===== src/rtl/bus_cmp_pkg.sv =====
// bus_cmp_pkg: shared state encoding, modStatus bit layout and verdict helper
package bus_cmp_pkg;
  typedef enum logic [2:0] {
    IDLE    = 3'd0,
    WAIT1   = 3'd1,
    WAIT2   = 3'd2,
    COMPARE = 3'd3,
    REPORT  = 3'd4
  } state_t;
  localparam int ST_MATCH    = 0;
  localparam int ST_TIMEOUT  = 1;
  localparam int ST_ERR      = 2;
  localparam int ST_CH1_MISS = 3;
  localparam int ST_CH2_MISS = 4;
  localparam int ST_CNT_LSB  = 5;
  // Anything that is not a clean match counts as an error.
  function automatic logic [ST_CNT_LSB-1:0] verdict_flags(input logic match, input logic timeout,
                                                          input logic ch1_miss, input logic ch2_miss);
    logic [ST_CNT_LSB-1:0] f;
    f = '0;
    f[ST_MATCH]    = match;
    f[ST_TIMEOUT]  = timeout;
    f[ST_ERR]      = !match;
    f[ST_CH1_MISS] = ch1_miss;
    f[ST_CH2_MISS] = ch2_miss;
    return f;
  endfunction
endpackage


===== src/rtl/bus_compare_judge_skew_timer.sv =====
// skew_timer: counts wait cycles and flags the last cycle of the skew window
module skew_timer #(
  parameter int SKEW_MAX = 8
) (
  input  logic clk,
  input  logic rst,
  input  logic clr,
  input  logic inc,
  output logic term
);
  localparam int TW = $clog2(SKEW_MAX + 1);
  logic [TW-1:0] count;
  // Cleared on reset or on request, otherwise advances while waiting.
  always_ff @(posedge clk)
    if (!rst || clr) count <= '0;
    else if (inc) count <= count + 1'b1;
  assign term = count == TW'(SKEW_MAX - 1);
endmodule


===== src/rtl/bus_compare_judge.sv =====
// bus_compare_judge: aligns two redundant bus words within a skew window and publishes a verdict byte
module bus_compare_judge
  import bus_cmp_pkg::*;
#(
  parameter int DATA_WIDTH = 16,
  parameter int SKEW_MAX   = 8
) (
  input  logic                  clk1,
  input  logic                  rst,
  input  logic                  enable,
  input  logic [DATA_WIDTH-1:0] data1,
  input  logic                  valid1,
  input  logic [DATA_WIDTH-1:0] data2,
  input  logic                  valid2,
  output logic                  compResultEn,
  output logic                  compDone,
  output logic [7:0]            modStatus
);
  state_t state;
  logic [DATA_WIDTH-1:0] word1, word2;
  logic [ST_CNT_LSB-1:0] verdict;
  logic [7-ST_CNT_LSB:0] cnt_next;
  logic timer_done;
  skew_timer #(.SKEW_MAX(SKEW_MAX)) u_timer (
    .clk (clk1),
    .rst (rst),
    .clr (state == IDLE),
    .inc (state == WAIT1 || state == WAIT2),
    .term(timer_done)
  );
  // Error count saturates at all-ones and only reset clears it.
  always_comb
    cnt_next = (verdict[ST_ERR] && modStatus[7:ST_CNT_LSB] != '1) ?
               modStatus[7:ST_CNT_LSB] + 1'b1 : modStatus[7:ST_CNT_LSB];
  // Capture, align, compare and report; all outputs are registered.
  always_ff @(posedge clk1)
    if (!rst) begin
      state        <= IDLE;
      compResultEn <= 1'b0;
      compDone     <= 1'b0;
      modStatus    <= '0;
      word1        <= '0;
      word2        <= '0;
      verdict      <= '0;
    end else begin
      compDone <= 1'b0;
      case (state)
        IDLE:
          if (enable && valid1 && valid2) begin
            word1        <= data1;
            word2        <= data2;
            state        <= COMPARE;
            compResultEn <= 1'b1;
          end else if (enable && valid1) begin
            word1        <= data1;
            state        <= WAIT1;
            compResultEn <= 1'b1;
          end else if (enable && valid2) begin
            word2        <= data2;
            state        <= WAIT2;
            compResultEn <= 1'b1;
          end
        WAIT1:
          if (valid2) begin
            word2 <= data2;
            state <= COMPARE;
          end else if (valid1 || timer_done) begin
            verdict <= verdict_flags(1'b0, !valid1, 1'b0, 1'b1);
            state   <= REPORT;
          end
        WAIT2:
          if (valid1) begin
            word1 <= data1;
            state <= COMPARE;
          end else if (valid2 || timer_done) begin
            verdict <= verdict_flags(1'b0, !valid2, 1'b1, 1'b0);
            state   <= REPORT;
          end
        COMPARE: begin
          verdict <= verdict_flags(word1 == word2, 1'b0, 1'b0, 1'b0);
          state   <= REPORT;
        end
        REPORT: begin
          modStatus    <= {cnt_next, verdict};
          compDone     <= 1'b1;
          compResultEn <= 1'b0;
          state        <= IDLE;
        end
        default: state <= IDLE;
      endcase
    end
endmodule


===== config.mk =====
export PLATFORM = sky130hd
export DESIGN_NAME = bus_compare_judge
export DESIGN_NICKNAME = d
export VERILOG_FILES = /design/src/rtl/bus_cmp_pkg.sv /design/src/rtl/bus_compare_judge_skew_timer.sv /design/src/rtl/bus_compare_judge.sv
export SDC_FILE = /design/constraint.sdc
export NUM_CORES = 1
export LEC_CHECK = 0
export BUFFER_PORTS_ARGS = -buffer_cell sky130_fd_sc_hd__buf_2
export CAP_MARGIN = 20
export CORE_MARGIN = 2
export CORE_UTILIZATION = 40
export DETAILED_ROUTE_END_ITERATION = 16
export PLACE_DENSITY = 0.63
export SYNTH_ARGS = -nofsm -noshare
export SYNTH_HDL_FRONTEND = slang
export SYNTH_HIERARCHICAL = 1
export SYNTH_SLANG_ARGS = --single-unit

===== constraint.sdc =====
create_clock -name clk1 -period 1.6 [get_ports clk1]
set_input_delay 0.48 -clock clk1 [delete_from_list [all_inputs] [get_ports clk1]]
set_output_delay 0.48 -clock clk1 [all_outputs]
set_load 0.02 [all_outputs]

## Yosys cells after proc, flatten, opt, wreduce, memory -nomap -nowiden

Cells that the tools add are included.

- Flip-flop bits (word level): 54
- Input port bits: 37

- Add/subtract/negate cells: 2
- Equality and inequality tests: 19
- Multiplexer cells: 27
- Reductions and logical operators: 23

Operators with widths:

| kind | count |
|---|---|
| $mux 16 | 7 |
| $pmux 16 s2 | 2 |
| $mux 3 | 7 |
| $mux 5 | 4 |
| $eq 16x16->1 | 1 |
| $pmux 5 s3 | 1 |
| $ne 3x3->1 const B | 4 |
| $pmux 3 s4 | 1 |
| $ne 2x2->1 const B | 4 |
| $eq 3x2->1 const B | 2 |
| $ne 3x2->1 const B | 2 |
| $reduce_and 3->1 | 2 |
| $reduce_bool 2->1 | 3 |
| $reduce_and 5->1 | 1 |
| $add 4x1->4 const B | 1 |
| $eq 4x3->1 const B | 1 |
| $logic_and 1x1->1 | 4 |
| $logic_not 1->1 | 4 |
| $logic_or 1x1->1 | 4 |
| $mux 1 | 4 |
| $ne 2x1->1 const B | 2 |
| $ne 4x4->1 const B | 1 |
| $reduce_and 2->1 | 2 |
| $reduce_and 4->1 | 1 |
| 6 further kinds | 6 |

## Depth between registers and ports, before layout

Gate-level depths: netlist (run 1).

- Depth in word-level cells: 5
- Mapped depth: 7
- Mapped depth without buffers: 7

## Hierarchy

Netlist (run 1), hierarchy kept.

By module, submodules not included:

| module | instances | cells an instance | area each (µm²) |
|---|---|---|---|
| bus_compare_judge | 1 | 236 | 2,148.3 |
| skew_timer | 1 | 19 | 188.9 |

## Least setup slack after synthesis (run 1)

OpenSTA, ideal clock, no wires.

- Path type: reg-to-reg
- From: register u_timer.count[0]
- To: register verdict[3]
- Library setup time: 70 ps
- Arrival time: 1,417 ps
- Required time: 1,530 ps
- Path slack: 112 ps
- Stages on the path, launching flop included: 7
- Buffers on the path: 0
- Path through: dfxtp_1 -> ha_1 -> nand2_1 -> nor2_1 -> o221ai_2 -> or4_1 -> a21oi_1

- Longest elaborated chain between the ends: 4
- Elaborated cells between the ends (all ways): 6
- Those cells by class: 3 x eq/ne; 3 x reduce/logical

RTL lines:

| item | RTL line | text |
|---|---|---|
| start: declaration | bus_compare_judge_skew_timer.sv:12 | `logic [TW-1:0] count;` |
| start signal: assignment | bus_compare_judge_skew_timer.sv:16 | `else if (inc) count <= count + 1'b1;` |
| $eq 4x3->1 * | bus_compare_judge_skew_timer.sv:17 | `assign term = count == TW'(SKEW_MAX - 1);` |
| via timer_done | bus_compare_judge.sv:23 | `logic timer_done;` |
| $logic_or 1x1->1, on equally long branches | bus_compare_judge.sv:75, bus_compare_judge.sv:67 |  |
| $ne 2x1->1 (no source line) | n/a |  |
| $reduce_and 5->1 (no source line) * | n/a |  |
| end signal: assignment | bus_compare_judge.sv:68 | `verdict <= verdict_flags(1'b0, !valid1, 1'b0, 1'b1);` |
| end signal: assignment | bus_compare_judge.sv:76 | `verdict <= verdict_flags(1'b0, !valid2, 1'b1, 1'b0);` |
| end signal: assignment | bus_compare_judge.sv:80 | `verdict <= verdict_flags(word1 == word2, 1'b0, 1'b0, 1'b0);` |
| end: declaration | bus_compare_judge.sv:21 | `logic [ST_CNT_LSB-1:0] verdict;` |

Mark *: on every way through the listed nets, which the timed path passes. The rest lies on a longest branch.
A chain may end at the register's enable or synchronous reset.

## Final worst setup path (run 1)

- From: register u_timer.count[0]
- To: register state[2]

- Longest elaborated chain between the ends: 4
- Elaborated cells between the ends (all ways): 6
- Those cells by class: 3 x eq/ne; 3 x reduce/logical

RTL lines:

| item | RTL line | text |
|---|---|---|
| $eq 4x3->1 * | bus_compare_judge_skew_timer.sv:17 |  |
| via timer_done | bus_compare_judge.sv:23 |  |
| $logic_or 1x1->1, on equally long branches | bus_compare_judge.sv:67, bus_compare_judge.sv:75 |  |
| $ne 3x2->1 (no source line) | n/a |  |
| $reduce_and 3->1 (no source line) * | n/a |  |
| end signal: assignment | bus_compare_judge.sv:66 | `state <= COMPARE;` |
| end signal: assignment | bus_compare_judge.sv:69 | `state <= REPORT;` |
| end signal: assignment | bus_compare_judge.sv:74 | `state <= COMPARE;` |
| end: declaration | bus_compare_judge.sv:19 | `state_t state;` |

Marked as above.

==> flow_summary.toml, run 1 <==
[yosys]
async_reset_ff_share_pct = 0
ys_seq_elements = 54
synth_edf_count = 0
yosys_warnings = 6
synth.net_count = 295
synthFlopType = "dfxtp_1"
yosysSeqAreaShare_pct = 46.3
syn_area_per_cell_um2 = 9.17
synth_cells = 255
yosysUniqueCellTypes = 45
syn-cell-area_um2 = 2340

[global_routing]
gr-total-overflow = 0
grt_usage_pct = 15.8
grt_pass1_vias = 1766
antenna_found_initial = 0
grt_pass1_wl_mm = 8.00
grt_max_degree = 17

[die]
dieArea_um2 = 6470
die_x_um = 80.4
num_io_pins = 47
die_h_um = 80.4
fp-row-count = 27
initial_core_util_pct = 41.9
core_area_um2 = 5570

[layout]
fin_cells = 382
seq_area_um2 = 1080
nFillCells = 541
syn_to_final_growth_pct = 25.0
multi_input_area_um2 = 1190
layout.nets = 349
drive_above_1_share_pct = 27.1
antenna_cells = 0

[min_path]
hold_depth = 3
hold_class = "input port to flop"

[timing]
maxSlewHeadroom_pct = 67.1
postLayoutSetupSlackWorst_ns = 0.0599
min_period_ns = 1.54
finClkSkew_ns = 0.00912
worst_pin_slew_ns = 0.492
setup_viol = 0
min_period_over_period_pct = 96.3
finalMaxSlewViolations = 0
finalHoldViolCount = 0
fmax_mhz = 649

[detailed_routing]
drc = 0
dr.pass1.iters = 4
wl_per_cell_um = 12.6
vias = 1891
post_drt_via_cell_ratio = 4.95
drt_iter0_drc = 61
drt-total-wl_mm = 4.80
ant_nets = 0

[power_and_ir_drop]
power_density_nw_per_um2 = 1070
max-vdd-ir-drop_v = 0.000611
leakage_nw = 1.29

[worst_setup_path]
cp_data_required_time_ns = 1.78
endpoint_kind = "flop"
worstPathArrival_ns = 1.72
slowest_delay_ns = 0.36
r2r_cells = 7
cp_top_family = "simple AND/OR/NAND/NOR gates"
start_kind = "flop"
cp.depth = 7
crit_buf_inv = 0
path_class = "flop to flop"
cpMaxStageDelayCell = "or3_1"
worstPathMaxFanout = 4
path_cells = "ha_1 -> nand2_1 -> nor2_4 -> or3_1 -> nor3_2 -> o21ba_2 -> nor4_1"

[run]
max_cap_violations = 0

[clock_network]
cts_buffers = 5
htreeDepth = 2
cts-root-buf = "clkbuf_8"
clk_pin_slew_ns = 0.09
cts.sinks = 54
cts_hold_buf = 0
cts_tree = "yes"
clock_path_buffers = 2
clock_latency_ns = 0.31

[placement]
io_buffer_count = 46
gp_congestion = 0.904
dp_hpwl_mm = 3.46
dp_cells = 373
dp_slack_ns = -0.0142

[run_status]
outcome = "finished clean"
[flip-flops by register name, indices dropped and copies added (netlist names)]
signal / flops
compDone: 1
compResultEn: 1
modStatus: 8
state: 3
u_timer/count: 4
verdict: 5
word1: 16
word2: 16
[cells by family after synthesis]
group / after synthesis / synth area share, %
buffers and inverters: 18 / 3.91
multiplexers: 25 / 10.7
XOR/XNOR: 19 / 7.12
AND/OR/NAND/NOR: 96 / 19.1
AO/OA/AOI/OAI: 40 / 11.3
adder cells (fa/ha/maj): 3 / 1.61
flip-flops: 54 / 46.3
[cell usage after synthesis (3+ instances only)]
cell type / n / share of area [%]
a21oi_1: 21 / 4.5
buf_2: 6 / 1.3
clkbuf_1: 3 / 0.48
dfxtp_1: 54 / 46
ha_1: 3 / 1.6
inv_1: 3 / 0.48
mux2i_1: 25 / 11
nand2_1: 34 / 5.5
nand3b_1: 3 / 0.96
nor2_1: 32 / 5.1
nor3_1: 6 / 1.3
nor4_1: 6 / 1.6
o21ai_0: 3 / 0.64
xnor2_1: 3 / 1.1
xor2_1: 16 / 6.0
[power breakdown]
| group | switching (mW) | internal [mW] | leakage (nW) |
|---|---|---|---|
| sequential | 0.0642 | 1.42 | 0.441 |
| clock | 0.434 | 0.667 | 0.0714 |
| combinational | 0.273 | 0.257 | 0.780 |
| total | 0.771 | 2.35 | 1.29 |
[metrics by stage]
step                hold WS, ns  total power [mW]  TNS, ns  instance area (um^2)  util (%)
CTS                       0.384              3.16        0                  2890      51.8
floorplan                 0.448              1.86        0                  2340         -
global route              0.390              3.28  -0.0100                  2920      52.4
detailed placement        0.457              2.04  -0.0142                  2740      49.2
finish                    0.394              3.12        0                  2920      52.4
global placement          0.453              2.04        0                  2740      49.2
[cell usage in the layout (no fill, tap or decap), types with 2 or more instances in the layout]
cell type  synthesis  routed
nor4_1             6       6
o21a_1             2       2
nand2_1           34      34
buf_4              2      12
o221a_2            2       2
inv_1              3       3
a21oi_1           21      20
ha_1               3       3
buf_2              6      46
nand4_1            2       2
bufinv_16          0       2
xnor2_1            3       3
xor2_1            16      16
buf_12             0       4
clkbuf_8           0       6
a31oi_1            2       2
dfxtp_2            0       3
nor3_1             6       5
nand3b_1           3       3
dfxtp_1           54      51
or3_1              2       2
nor3_2             1       2
mux2i_1           25      25
o21ai_0            3       3
nor2_1            32      31
[layout make-up]
type | instances | area share [%]
Sequential cell | 54 | 37.1
Multi-Input combinational cell | 183 | 40.8
Clock buffer | 6 | 2.83
Clock inverter | 2 | 2.06
Inverter | 3 | 0.385
Timing Repair Buffer | 62 | 13.7
Tap cell | 72 | 3.08
[path summary, 6_finish.rpt]
| check | startpoint | end | slack [ns] |
|---|---|---|---|
| setup / recovery | u_timer/count[0] | state[2] | 0.06 |
| hold / removal | data1[14] | word1[14] | 0.39 |
| setup reg to reg | u_timer/count[0] | state[2] | 0.06 |
| hold reg to reg | word1[1] | word1[1] | 0.47 |
[routing by layer]
layer	global-route usage (%)	vias to the layer above	routed length [um]
met4	5.59	0	84
met2	25.4	48	2200
met5	0	-	0
met3	4.72	8	287
li1	-	985	-
met1	20.0	850	2240
[worst register-to-register path: stages, from the launching register on]
cell	delay, ns
dfxtp_2	0.33
ha_1	0.20
nand2_1	0.11
nor2_4	0.06
or3_1	0.36
nor3_2	0.14
o21ba_2	0.16
nor4_1	0.05
[what timing repair did]
| item | in CTS | in global routing |
|---|---|---|
| endpoints found under the hold margin | 0 | 0 |
| gates cloned | 0 | 0 |
| setup endpoints to repair | 1 | 3 |
| buffers inserted | 0 | 1 |
| resized for setup | 1 | 7 |
| pin swaps | 0 | 2 |
Note: power is estimated with default switching activity, not from simulation.
==> inputs of run 2 (changes only) <==
--- a/config.mk
+++ b/config.mk
@@ -10,7 +10,7 @@
 export CORE_MARGIN = 2
 export CORE_UTILIZATION = 40
 export DETAILED_ROUTE_END_ITERATION = 16
-export PLACE_DENSITY = 0.63
+export PLACE_DENSITY = 0.6
 export SYNTH_ARGS = -nofsm -noshare
 export SYNTH_HDL_FRONTEND = slang
 export SYNTH_HIERARCHICAL = 1
==> constraint.sdc (replaced) <==
create_clock -name clk1 -period 1.74 [get_ports clk1]
set_input_delay 0.522 -clock clk1 [delete_from_list [all_inputs] [get_ports clk1]]
set_output_delay 0.522 -clock clk1 [all_outputs]
set_load 0.02 [all_outputs]
==> flow_summary.toml, run 2 (synthesis gave the netlist of run 1 again) <==
[detailed_routing]
drt-total-wl_mm = 4.74
dr.pass1.iters = 4
drc = 0
vias = 1860
drt_iter0_drc = 120
ant_nets = 0
wl_per_cell_um = 12.6
post_drt_via_cell_ratio = 4.93

[timing]
min_period_ns = 1.63
finalMaxSlewViolations = 0
setup_viol = 0
rsz0062_at_grt = "no"
finalHoldViolCount = 0
maxSlewHeadroom_pct = 71.1
holdWs_ns = 0.443
worst_pin_slew_ns = 0.423
finClkSkew_ns = 0.00523
postLayoutSetupSlackWorst_ns = 0.111
fin_setup_tns_ns = 0
min_period_over_period_pct = 93.6
fmax_mhz = 614

[die]
core_area_um2 = 5570
fp-row-count = 27
die_x_um = 80.4
die_h_um = 80.4
num_io_pins = 47
dieArea_um2 = 6470
initial_core_util_pct = 41.9

[layout]
seq_area_um2 = 1080
antenna_cells = 0
drive_above_1_share_pct = 24.3
largestRegisters = "word1 x16, word2 x16, modStatus x8"
final_util_pct = 50.3
nFillCells = 568
multi_input_area_um2 = 1170
final_cell_mix = "54 x dfxtp_1, 46 x buf_2, 34 x nand2_1"
layout.nets = 344
fin_area_um2 = 2800
final_common_cell = "dfxtp_1"
syn_to_final_growth_pct = 19.9

[worst_setup_path]
rrSetupSlack_ns = 0.11
cp_data_required_time_ns = 1.97
start_kind = "flop"
path_class = "flop to flop"
endpoint_kind = "flop"
worstPathMaxFanout = 4
worstPathArrival_ns = 1.86

[placement]
dp_hpwl_mm = 3.49
dp_slack_ns = 0.0646
gp_congestion = 0.860
placed_cell_area_um2 = 2690
io_buffer_count = 46

[clock_network]
cts_hold_buf = 0
cts.sinks = 54
clock_latency_ns = 0.30
cts_buffers = 5
cts_tree = "yes"
clk_pin_slew_ns = 0.10
post_cts_buffers = 0
cts-root-buf = "clkbuf_8"
clock_path_buffers = 2
htreeDepth = 2

[global_routing]
antenna_found_initial = 0
grt_usage_pct = 16.4
grt_max_degree = 23
gr-total-overflow = 0
grt_pass1_wl_mm = 8.29
grt_pass1_vias = 1825

[run]
max_cap_violations = 0

[power_and_ir_drop]
max-vdd-ir-drop_v = 0.000553
power_density_nw_per_um2 = 952
leakage_nw = 1.23

[min_path]
hold_class = "input port to flop"

[run_status]
outcome = "finished clean"
==> run 2: final cells by class <==
type	instances	share of cell area (%)
multi-input cells	183	41.7
flip-flops and latches	54	38.6
repair buffers	57	12.1
well taps	72	3.22
clock buffers	5	2.46
clock inverters	3	1.61
inverters	3	0.402
==> run 2: critical path, stage by stage (launching register included) <==
cell	delay, ns
dfxtp_1	0.38
ha_1	0.21
nand2_1	0.08
nor2_2	0.19
o221ai_2	0.15
or4_1	0.41
a21oi_1	0.15
==> run 2: layer usage <==
metal | wire, um | global-route usage [%] | vias to the layer above
li1 | - | - | 967
met1 | 2300 | 21.1 | 838
met2 | 2150 | 27.3 | 48
met3 | 244 | 3.60 | 7
met4 | 52 | 4.92 | 0
met5 | 0 | 0 | -
==> run 2: power breakdown <==
group          internal (mW)  switching [mW]
clock network          0.428           0.410
logic                  0.220           0.234
registers               1.31          0.0660
total                   1.96           0.711
==> run 2: final timing paths <==
kind                    startpoint         end  cells after the start
hold / removal           data1[10]   word1[10]                      3
setup / recovery  u_timer/count[0]  verdict[3]                      6
setup reg to reg  u_timer/count[0]  verdict[3]                      6
hold reg to reg          word1[10]   word1[10]                      2
==> run 2: timing repair <==
action,4_1_cts,5_1_grt
endpoints found under the setup margin,0,3
resized for setup,0,1
endpoints found under the hold margin,0,0
==> run 2: metrics by stage <==
step	std cells	power, mW
5_1_grt	377	2.82
2_1_floorplan	255	1.71
3_3_place_gp	369	1.85
4_1_cts	377	2.70
3_5_place_dp	369	1.86
6_report	377	2.67
==> inputs of run 3 (changes only) <==
--- a/config.mk
+++ b/config.mk
@@ -8,9 +8,9 @@
 export BUFFER_PORTS_ARGS = -buffer_cell sky130_fd_sc_hd__buf_2
 export CAP_MARGIN = 20
 export CORE_MARGIN = 2
-export CORE_UTILIZATION = 40
+export CORE_UTILIZATION = 54
 export DETAILED_ROUTE_END_ITERATION = 16
-export PLACE_DENSITY = 0.6
+export PLACE_DENSITY = 0.78
 export SYNTH_ARGS = -nofsm -noshare
 export SYNTH_HDL_FRONTEND = slang
 export SYNTH_HIERARCHICAL = 1
==> flow_summary.toml, run 3 (synthesis gave the netlist of run 1 again) <==
[layout]
largestRegisters = "word1 x16, word2 x16, modStatus x8"
syn_to_final_growth_pct = 17.6
final_common_cell = "dfxtp_1"
final_util_pct = 67.2
antenna_cells = 0
final_cell_mix = "54 x dfxtp_1, 46 x buf_2, 34 x nand2_1"
layout.nets = 343
nFillCells = 346
fin_area_um2 = 2750
drive_above_1_share_pct = 23.8

[min_path]
hp-start = "data1[12]"
hold_depth = 3
hold_class = "input port to flop"

[worst_setup_path]
cp_top_family = "simple AND/OR/NAND/NOR gates"
start_kind = "flop"
crit_buf_inv = 0
cp.depth = 6
cp_data_required_time_ns = 1.98
path_cells = "ha_1 -> nand2_1 -> nor2_2 -> o221ai_2 -> or4_1 -> a21oi_1"
path_class = "flop to flop"
cpMaxStageDelayCell = "or4_1"
crit_path_start = "u_timer/count[0]"
endpoint_kind = "flop"
rrSetupSlack_ns = 0.14
worstPathMaxFanout = 4
r2r-start = "u_timer/count[0]"
r2r_cells = 6
worstPathArrival_ns = 1.84
slowest_delay_ns = 0.41

[clock_network]
clock_latency_ns = 0.31
htreeDepth = 2
cts_hold_buf = 0
clock_path_buffers = 2
clk_pin_slew_ns = 0.09
cts_tree = "yes"
post_cts_buffers = 0
cts-root-buf = "clkbuf_8"
cts_buffers = 5
cts.sinks = 54

[global_routing]
grt_pass1_wl_mm = 8.07
grt_max_degree = 33
grt_usage_pct = 20.3
antenna_found_initial = 0
gr-total-overflow = 0
grt_pass1_vias = 1794

[detailed_routing]
top_layer_used = "met4"
drt_iter0_drc = 82
wl_per_cell_um = 13.3
dr.pass1.iters = 4
drc = 0
wl_met2_mm = 2.17
ant_nets = 0
post_drt_via_cell_ratio = 5.41
drt-met1-wl_mm = 2.25
wl_met3_um = 223
drt-total-wl_mm = 4.69
vias = 1910

[timing]
finalHoldViolCount = 0
fin_setup_tns_ns = 0
finalMaxSlewViolations = 0
maxSlewHeadroom_pct = 69.9
rsz0062_at_grt = "no"
fmax_mhz = 624
min_period_ns = 1.60
min_period_over_period_pct = 92.2
finClkSkew_ns = 0.00848
worst_pin_slew_ns = 0.440
setup_viol = 0

[placement]
dp_hpwl_mm = 3.35
gp_congestion = 0.849
placed_cell_area_um2 = 2640
io_buffer_count = 46

[die]
initial_core_util_pct = 57.2
fp-row-count = 23
core_area_um2 = 4090
die_h_um = 69.8
dieArea_um2 = 4870
die_x_um = 69.8
num_io_pins = 47

[power_and_ir_drop]
power_density_nw_per_um2 = 963
max-vdd-ir-drop_v = 0.000526
leakage_nw = 1.22

[run_status]
outcome = "finished clean"

[run]
max_cap_violations = 0
run 3: cell types whose count changed in the layout (fill, tap and decap cells not counted):
cell        delta
clkinvlp_4     -2
buf_12         -1
clkinv_4       +1
run 3: per-stage QoR:
stage	cells	hold WS [ns]	worst slack (ns)	total power, mW
6_report	353	0.441	0.136	2.65
5_1_grt	353	0.441	0.0229	2.77
4_1_cts	353	0.436	0.0641	2.66
3_5_place_dp	346	0.458	0.0848	1.85
3_3_place_gp	346	0.453	0.102	1.84
2_1_floorplan	255	0.448	0.252	1.71
run 3: path summary, 6_finish.rpt:
check	endpoint
setup / recovery	verdict[3]
setup reg to reg	verdict[3]
hold / removal	word1[12]
hold reg to reg	word1[9]
run 3: cell type report:
cell class | instances | area [um^2] | area share [%]
tap | 50 | 62.6 | 2.28
timing repair buffer | 56 | 318 | 11.6
multi-input combinational | 183 | 1170 | 42.5
clock buffer | 5 | 68.8 | 2.50
sequential | 54 | 1080 | 39.3
inverter | 3 | 11.3 | 0.410
clock inverter | 2 | 38.8 | 1.41
run 3: what timing repair did:
item	CTS	global route
setup endpoints to repair	0	3
resized for setup	0	1
endpoints found under the hold margin	0	0
run 3: worst reg2reg max path: stages (launching register included):
cell      delay, ns
dfxtp_1        0.37
ha_1           0.21
nand2_1        0.08
nor2_2         0.18
o221ai_2       0.15
or4_1          0.41
a21oi_1        0.14
run 3: report_power, final:
group	internal (mW)	total [mW]	switching, mW
logic	0.212	0.452	0.239
clock network	0.424	0.821	0.398
registers	1.31	1.37	0.0641
run 3: layer usage:
layer	track usage [%]	vias up
met4	6.20	0
met2	32.2	49
li1	-	965
met5	0	-
met1	27.2	892
met3	5.09	4
